### src/rtl/kf8255_bus_sequencer.sv
// Two-requester round-robin arbiter and timed bus-cycle sequencer for a KF8255 PPI.
// Define KF8255_SEQ_INIT_EN to write INIT_CONTROL_WORD to address 3 after reset.
module kf8255_bus_sequencer #(
    parameter int unsigned SETUP_CYCLES      = 1,
    parameter int unsigned STROBE_CYCLES     = 2,
    parameter int unsigned HOLD_CYCLES       = 1,
    parameter logic [7:0]  INIT_CONTROL_WORD = 8'h9B
) (
    input  logic       clock,
    input  logic       reset_n,
    input  logic       req0_valid,
    input  logic       req0_write,
    input  logic [1:0] req0_address,
    input  logic [7:0] req0_wdata,
    output logic       req0_done,
    input  logic       req1_valid,
    input  logic       req1_write,
    input  logic [1:0] req1_address,
    input  logic [7:0] req1_wdata,
    output logic       req1_done,
    output logic [7:0] rdata,
    output logic       ppi_chip_select_n,
    output logic       ppi_read_enable_n,
    output logic       ppi_write_enable_n,
    output logic [1:0] ppi_address,
    output logic [7:0] ppi_data_out,
    input  logic [7:0] ppi_data_in,
    output logic       busy
);

    localparam logic [3:0] SETUP_N  = (SETUP_CYCLES  == 0) ? 4'd1 : SETUP_CYCLES[3:0];
    localparam logic [3:0] STROBE_N = (STROBE_CYCLES == 0) ? 4'd1 : STROBE_CYCLES[3:0];
    localparam logic [3:0] HOLD_N   = (HOLD_CYCLES   == 0) ? 4'd1 : HOLD_CYCLES[3:0];

`ifdef KF8255_SEQ_INIT_EN
    typedef enum logic [2:0] {
        S_IDLE, S_SETUP, S_STROBE, S_HOLD, S_DONE, S_INIT
    } state_t;
    localparam state_t RESET_STATE = S_INIT;
    localparam logic   RESET_BUSY  = 1'b1;
    logic init_q, init_d;
    logic in_init;
    assign in_init = init_q;
`else
    typedef enum logic [2:0] {
        S_IDLE, S_SETUP, S_STROBE, S_HOLD, S_DONE
    } state_t;
    localparam state_t RESET_STATE = S_IDLE;
    localparam logic   RESET_BUSY  = 1'b0;
    logic in_init;
    assign in_init = 1'b0;
`endif

    state_t     state_q, state_d;
    logic [3:0] cnt_q, cnt_d;
    logic       grant_q, grant_d;
    logic       last_grant_q, last_grant_d;
    logic       cmd_write_q, cmd_write_d;
    logic [1:0] cmd_address_q, cmd_address_d;
    logic [7:0] cmd_wdata_q, cmd_wdata_d;
    logic [7:0] rdata_q, rdata_d;
    logic       cs_n_q, cs_n_d;
    logic       rd_n_q, rd_n_d;
    logic       wr_n_q, wr_n_d;
    logic       done0_q, done0_d;
    logic       done1_q, done1_d;
    logic       busy_q, busy_d;

    always_comb begin
        state_d       = state_q;
        cnt_d         = cnt_q;
        grant_d       = grant_q;
        last_grant_d  = last_grant_q;
        cmd_write_d   = cmd_write_q;
        cmd_address_d = cmd_address_q;
        cmd_wdata_d   = cmd_wdata_q;
        rdata_d       = rdata_q;
`ifdef KF8255_SEQ_INIT_EN
        init_d        = init_q;
`endif
        unique case (state_q)
            S_IDLE: begin
                if (req0_valid || req1_valid) begin
                    // Both pending: the requester not served last wins.
                    grant_d       = (req0_valid && req1_valid) ? ~last_grant_q : req1_valid;
                    cmd_write_d   = grant_d ? req1_write   : req0_write;
                    cmd_address_d = grant_d ? req1_address : req0_address;
                    cmd_wdata_d   = grant_d ? req1_wdata   : req0_wdata;
                    state_d       = S_SETUP;
                    cnt_d         = SETUP_N;
                end
            end
            S_SETUP: begin
                if (cnt_q == 4'd1) begin
                    state_d = S_STROBE;
                    cnt_d   = STROBE_N;
                end else begin
                    cnt_d = cnt_q - 4'd1;
                end
            end
            S_STROBE: begin
                if (cnt_q == 4'd1) begin
                    state_d = S_HOLD;
                    cnt_d   = HOLD_N;
                    if (!cmd_write_q) rdata_d = ppi_data_in;
                end else begin
                    cnt_d = cnt_q - 4'd1;
                end
            end
            S_HOLD: begin
                if (cnt_q == 4'd1) state_d = S_DONE;
                else cnt_d = cnt_q - 4'd1;
            end
            S_DONE: begin
                state_d = S_IDLE;
                if (!in_init) last_grant_d = grant_q;
`ifdef KF8255_SEQ_INIT_EN
                init_d = 1'b0;
`endif
            end
`ifdef KF8255_SEQ_INIT_EN
            S_INIT: begin
                cmd_write_d   = 1'b1;
                cmd_address_d = 2'b11;
                cmd_wdata_d   = INIT_CONTROL_WORD;
                init_d        = 1'b1;
                state_d       = S_SETUP;
                cnt_d         = SETUP_N;
            end
`endif
            default: state_d = S_IDLE;
        endcase

        // Bus pins are registered from the next state so they change on clock edges only.
        cs_n_d  = !(state_d == S_SETUP || state_d == S_STROBE || state_d == S_HOLD);
        rd_n_d  = !(state_d == S_STROBE && !cmd_write_d);
        wr_n_d  = !(state_d == S_STROBE && cmd_write_d);
        done0_d = (state_d == S_DONE) && !grant_d && !in_init;
        done1_d = (state_d == S_DONE) && grant_d && !in_init;
        busy_d  = (state_d != S_IDLE);
    end

    always_ff @(posedge clock or negedge reset_n) begin
        if (!reset_n) begin
            state_q       <= RESET_STATE;
            cnt_q         <= 4'd0;
            grant_q       <= 1'b0;
            last_grant_q  <= 1'b1;
            cmd_write_q   <= 1'b0;
            cmd_address_q <= 2'd0;
            cmd_wdata_q   <= 8'd0;
            rdata_q       <= 8'd0;
            cs_n_q        <= 1'b1;
            rd_n_q        <= 1'b1;
            wr_n_q        <= 1'b1;
            done0_q       <= 1'b0;
            done1_q       <= 1'b0;
            busy_q        <= RESET_BUSY;
`ifdef KF8255_SEQ_INIT_EN
            init_q        <= 1'b0;
`endif
        end else begin
            state_q       <= state_d;
            cnt_q         <= cnt_d;
            grant_q       <= grant_d;
            last_grant_q  <= last_grant_d;
            cmd_write_q   <= cmd_write_d;
            cmd_address_q <= cmd_address_d;
            cmd_wdata_q   <= cmd_wdata_d;
            rdata_q       <= rdata_d;
            cs_n_q        <= cs_n_d;
            rd_n_q        <= rd_n_d;
            wr_n_q        <= wr_n_d;
            done0_q       <= done0_d;
            done1_q       <= done1_d;
            busy_q        <= busy_d;
`ifdef KF8255_SEQ_INIT_EN
            init_q        <= init_d;
`endif
        end
    end

    assign req0_done          = done0_q;
    assign req1_done          = done1_q;
    assign rdata              = rdata_q;
    assign ppi_chip_select_n  = cs_n_q;
    assign ppi_read_enable_n  = rd_n_q;
    assign ppi_write_enable_n = wr_n_q;
    assign ppi_address        = cmd_address_q;
    assign ppi_data_out       = cmd_wdata_q;
    assign busy               = busy_q;

endmodule

### config.mk
export PLATFORM = sky130hd
export DESIGN_NAME = kf8255_bus_sequencer
export DESIGN_NICKNAME = d
export VERILOG_FILES = /design/src/rtl/kf8255_bus_sequencer.sv
export SDC_FILE = /design/constraint.sdc
export NUM_CORES = 1
export LEC_CHECK = 0
export ABC_AREA = 1
export BUFFER_PORTS_ARGS = -buffer_cell sky130_fd_sc_hd__buf_2
export CAP_MARGIN = 10
export CORE_UTILIZATION = 49
export CTS_CLUSTER_SIZE = 25
export DETAILED_ROUTE_END_ITERATION = 7
export HOLD_SLACK_MARGIN = 0.02
export PLACE_DENSITY = 0.75
export SYNTH_ARGS = -nofsm -noshare
export SYNTH_HDL_FRONTEND = slang
export SYNTH_SLANG_ARGS = --single-unit
### constraint.sdc
create_clock -name clock -period 1.55 [get_ports clock]
set_input_delay 0.31 -clock clock [delete_from_list [all_inputs] [get_ports clock]]
set_output_delay 0.31 -clock clock [all_outputs]
set_load 0.03 [all_outputs]
==> impl_metrics.ini <==
[timing]
fin_skew_ps = 6.37
finalHoldViolCount = 0
tns_ps = 0
tightest_slew_ps = 411
finalMaxSlewViolations = 0
finalSetupViolations = 0
slew_headroom_pct = 72.6
grt_setup_unrepaired = false
period_needed_ps = 1410
fmax_mhz = 709
min_period_over_period_pct = 91.0

[global_routing]
grt_pass1_wl_um = 5690
grt_pass1_vias = 1299
overflow = 0
grt_max_degree = 35
track_usage_pct = 21.6
grt_antenna_before_repair = 0

[cells_and_area]
final_common_cell = buf_2
n_antenna_cell = 0
final_net_count = 293
area_growth_pct = 25.8
layout_common_cells = buf_2, nand2_1, dfrtp_1, inv_1, nor2_1
final_cells = 302
drive_above_1_share_pct = 37.6
fillers = 278

[worst_hold_path]
hold_end = rdata[7]$_DFFE_PN0P_
worstHoldStart = ppi_data_in[7]
hold_depth = 3
hp-class = in -> reg

[synth]
synth_mux_area_share_pct = 0
async_flop_share_pct = 100
ys_ff_latch = 34
synth-adder-area-share_pct = 1.50
synth_top_family_by_area = simple AND/OR/NAND/NOR gates
synth_xor_area_share_pct = 0.526
yosysWarnings = 0
avgSynthCellArea_um2 = 8.63
ys.flop_type = dfrtp_1
netlist_area_um2 = 1670
ys_types = 30
synth-simple-area-share_pct = 24.6
synth_edf_count = 0
syn_nets = 229
yosysSeqAreaShare_pct = 51.4
syn_inst = 193
synth_compound_area_share_pct = 13.8

[clock_network]
cts_buffers = 5
root_buffer = clkbuf_4
numClockSinks = 34
clk_latency_ps = 330
htree_levels = 2
post-cts-setup-buffers = 0
cts.clk_slew.worst_paths_ps = 100
cts.path.max_buffers = 2
tritoncts = done

[routing]
routed_wl_um = 3360
first_pass_iters = 4
post_drt_wl_per_cell_um = 11.1
antenna_left = 0
drc = 0
wl_met1_um = 1490
routed_via_density = 4.84
dr_wl_met2_um = 1570
top_layer = met4
dr_wl_met3_um = 226
vias = 1461
first_iter_violations = 48

[floorplanning]
core_um2 = 3130
rows = 20
die_x_um = 60.3
pin_count = 58
die_y_um = 60.3
start_util_pct = 53.2
die_area_um2 = 3640

[worst_setup_path]
cp-start-kind = flop
worstReg2RegEnd = ppi_write_enable_n$_DFF_PN1_
crit_fanout = 12
required_ps = 1830
r2r.worst_path.cells = 7
critPathCaptureType = flop
crit_slowest_cell = dfrtp_1
timing.rr.start = state_q[1]$_DFF_PN0_
cp_slowest_stage_delay_ps = 510
reg2reg_slack_ps = 140
path_cells = nor2_4, nand2_2, nor2_4, nand3_1, nand2_1, inv_1, nand2_1
path_class = reg -> reg
arrival_ps = 1690

[power_and_ir_drop]
p_leak_uw = 0.00111
ir_worst_vdd_mv = 1.15
powerDensity_nw_per_um2 = 2170

[place]
io_buffers = 57
place.gp.congestion = 0.877
dp.cells = 292
place_hpwl_um = 2490

[job]
maxCapViolCount = 0

[run_status]
outcome = completed
-- report_power, final --
group          switching, uW  internal, uW
clock network            282           342
logic                   1590           747
registers                271          1310
total                   2140          2400
-- layer usage --
layer	global-route usage [%]	up-vias
li1	-	743
met1	27.0	657
met2	33.3	51
met3	7.79	10
met4	9.97	0
met5	0	-
-- state kept, by name, indices dropped and copies added (netlist names), 2 cells and up --
register      count
ppi_data_out      8
rdata             8
cnt_q             4
state_q           3
ppi_address       2
-- critical path: cells and delay by family, from the launching register on --
family | cells | cell delay, ps
buffers and inverters | 1 | 50
AND/OR/NAND/NOR | 6 | 800
flip-flops | 1 | 510
-- through the flow --
step | power, uW | area, um^2 | utilization (%) | hold slack (ps) | setup slack (ps)
detailed placement | 3920 | 1990 | 63.7 | 357 | 104
finish | 4550 | 2100 | 67.0 | 205 | 140
global placement | 3880 | 1990 | 63.7 | 362 | 163
CTS | 4560 | 2080 | 66.4 | 188 | 94.3
floorplan | 3350 | 1670 | - | 14.4 | 214
global route | 4950 | 2100 | 67.0 | 185 | 13.0
-- logic make-up (layout without fill, tap and decap cells) --
family / after synthesis / in the layout
and+or+nand+nor: 89 / 90
AOI/OAI and AO/OA: 36 / 36
DFF: 34 / 34
buffers and inverters: 31 / 95
adders and majority gates: 2 / 2
xor gates and xnor gates: 1 / 1
-- worst max-delay path by stage --
stage / startpoint / end / slack (ps) / cells past startpoint
final: state_q[1]$_DFF_PN0_ / ppi_write_enable_n$_DFF_PN1_ / 140 / 7
after global routing: cnt_q[1]$_DFFE_PN0P_ / rdata[4]$_DFFE_PN0P_ / 10 / 7
after CTS: cnt_q[1]$_DFFE_PN0P_ / rdata[4]$_DFFE_PN0P_ / 90 / 7
after detailed placement: cnt_q[1]$_DFFE_PN0P_ / rdata[4]$_DFFE_PN0P_ / 100 / 7
after global placement: cnt_q[1]$_DFFE_PN0P_ / rdata[0]$_DFFE_PN0P_ / 160 / 7
after floorplan: cnt_q[1]$_DFFE_PN0P_ / rdata[3]$_DFFE_PN0P_ / 210 / 8
-- cell usage after synthesis (2+ instances only) --
cell,count,share of area [%]
dfstp_2,4,6.3
nor3_1,2,0.60
o21ai_1,11,3.3
o21ai_2,9,4.7
nor2_2,2,0.75
ha_1,2,1.5
nand2_1,47,11
nor2_4,3,2.0
nand3_1,10,3.0
buf_6,2,1.4
o21ai_0,11,3.3
dfrtp_1,30,45
clkbuf_1,2,0.45
nor2_1,18,4.1
nand2_2,3,1.1
inv_2,5,1.1
inv_1,19,4.3
-- area by class of cell --
class                      instances  area (um^2)  share of cell area [%]
clock inverter                     1         30.0                    1.43
tap                               44         55.1                    2.63
multi-input combinational        129          691                    33.0
clock buffer                       7         45.0                    2.15
inverter                          25         93.8                    4.48
timing repair buffer              62          325                    15.5
sequential                        34          856                    40.8
-- repair_timing --
action,4_1_cts,5_1_grt
resized for setup,0,1
hold endpoints to repair,30,0
setup endpoints to repair,0,8
hold buffers,1,0
Note: power is estimated with default switching activity, not from simulation.
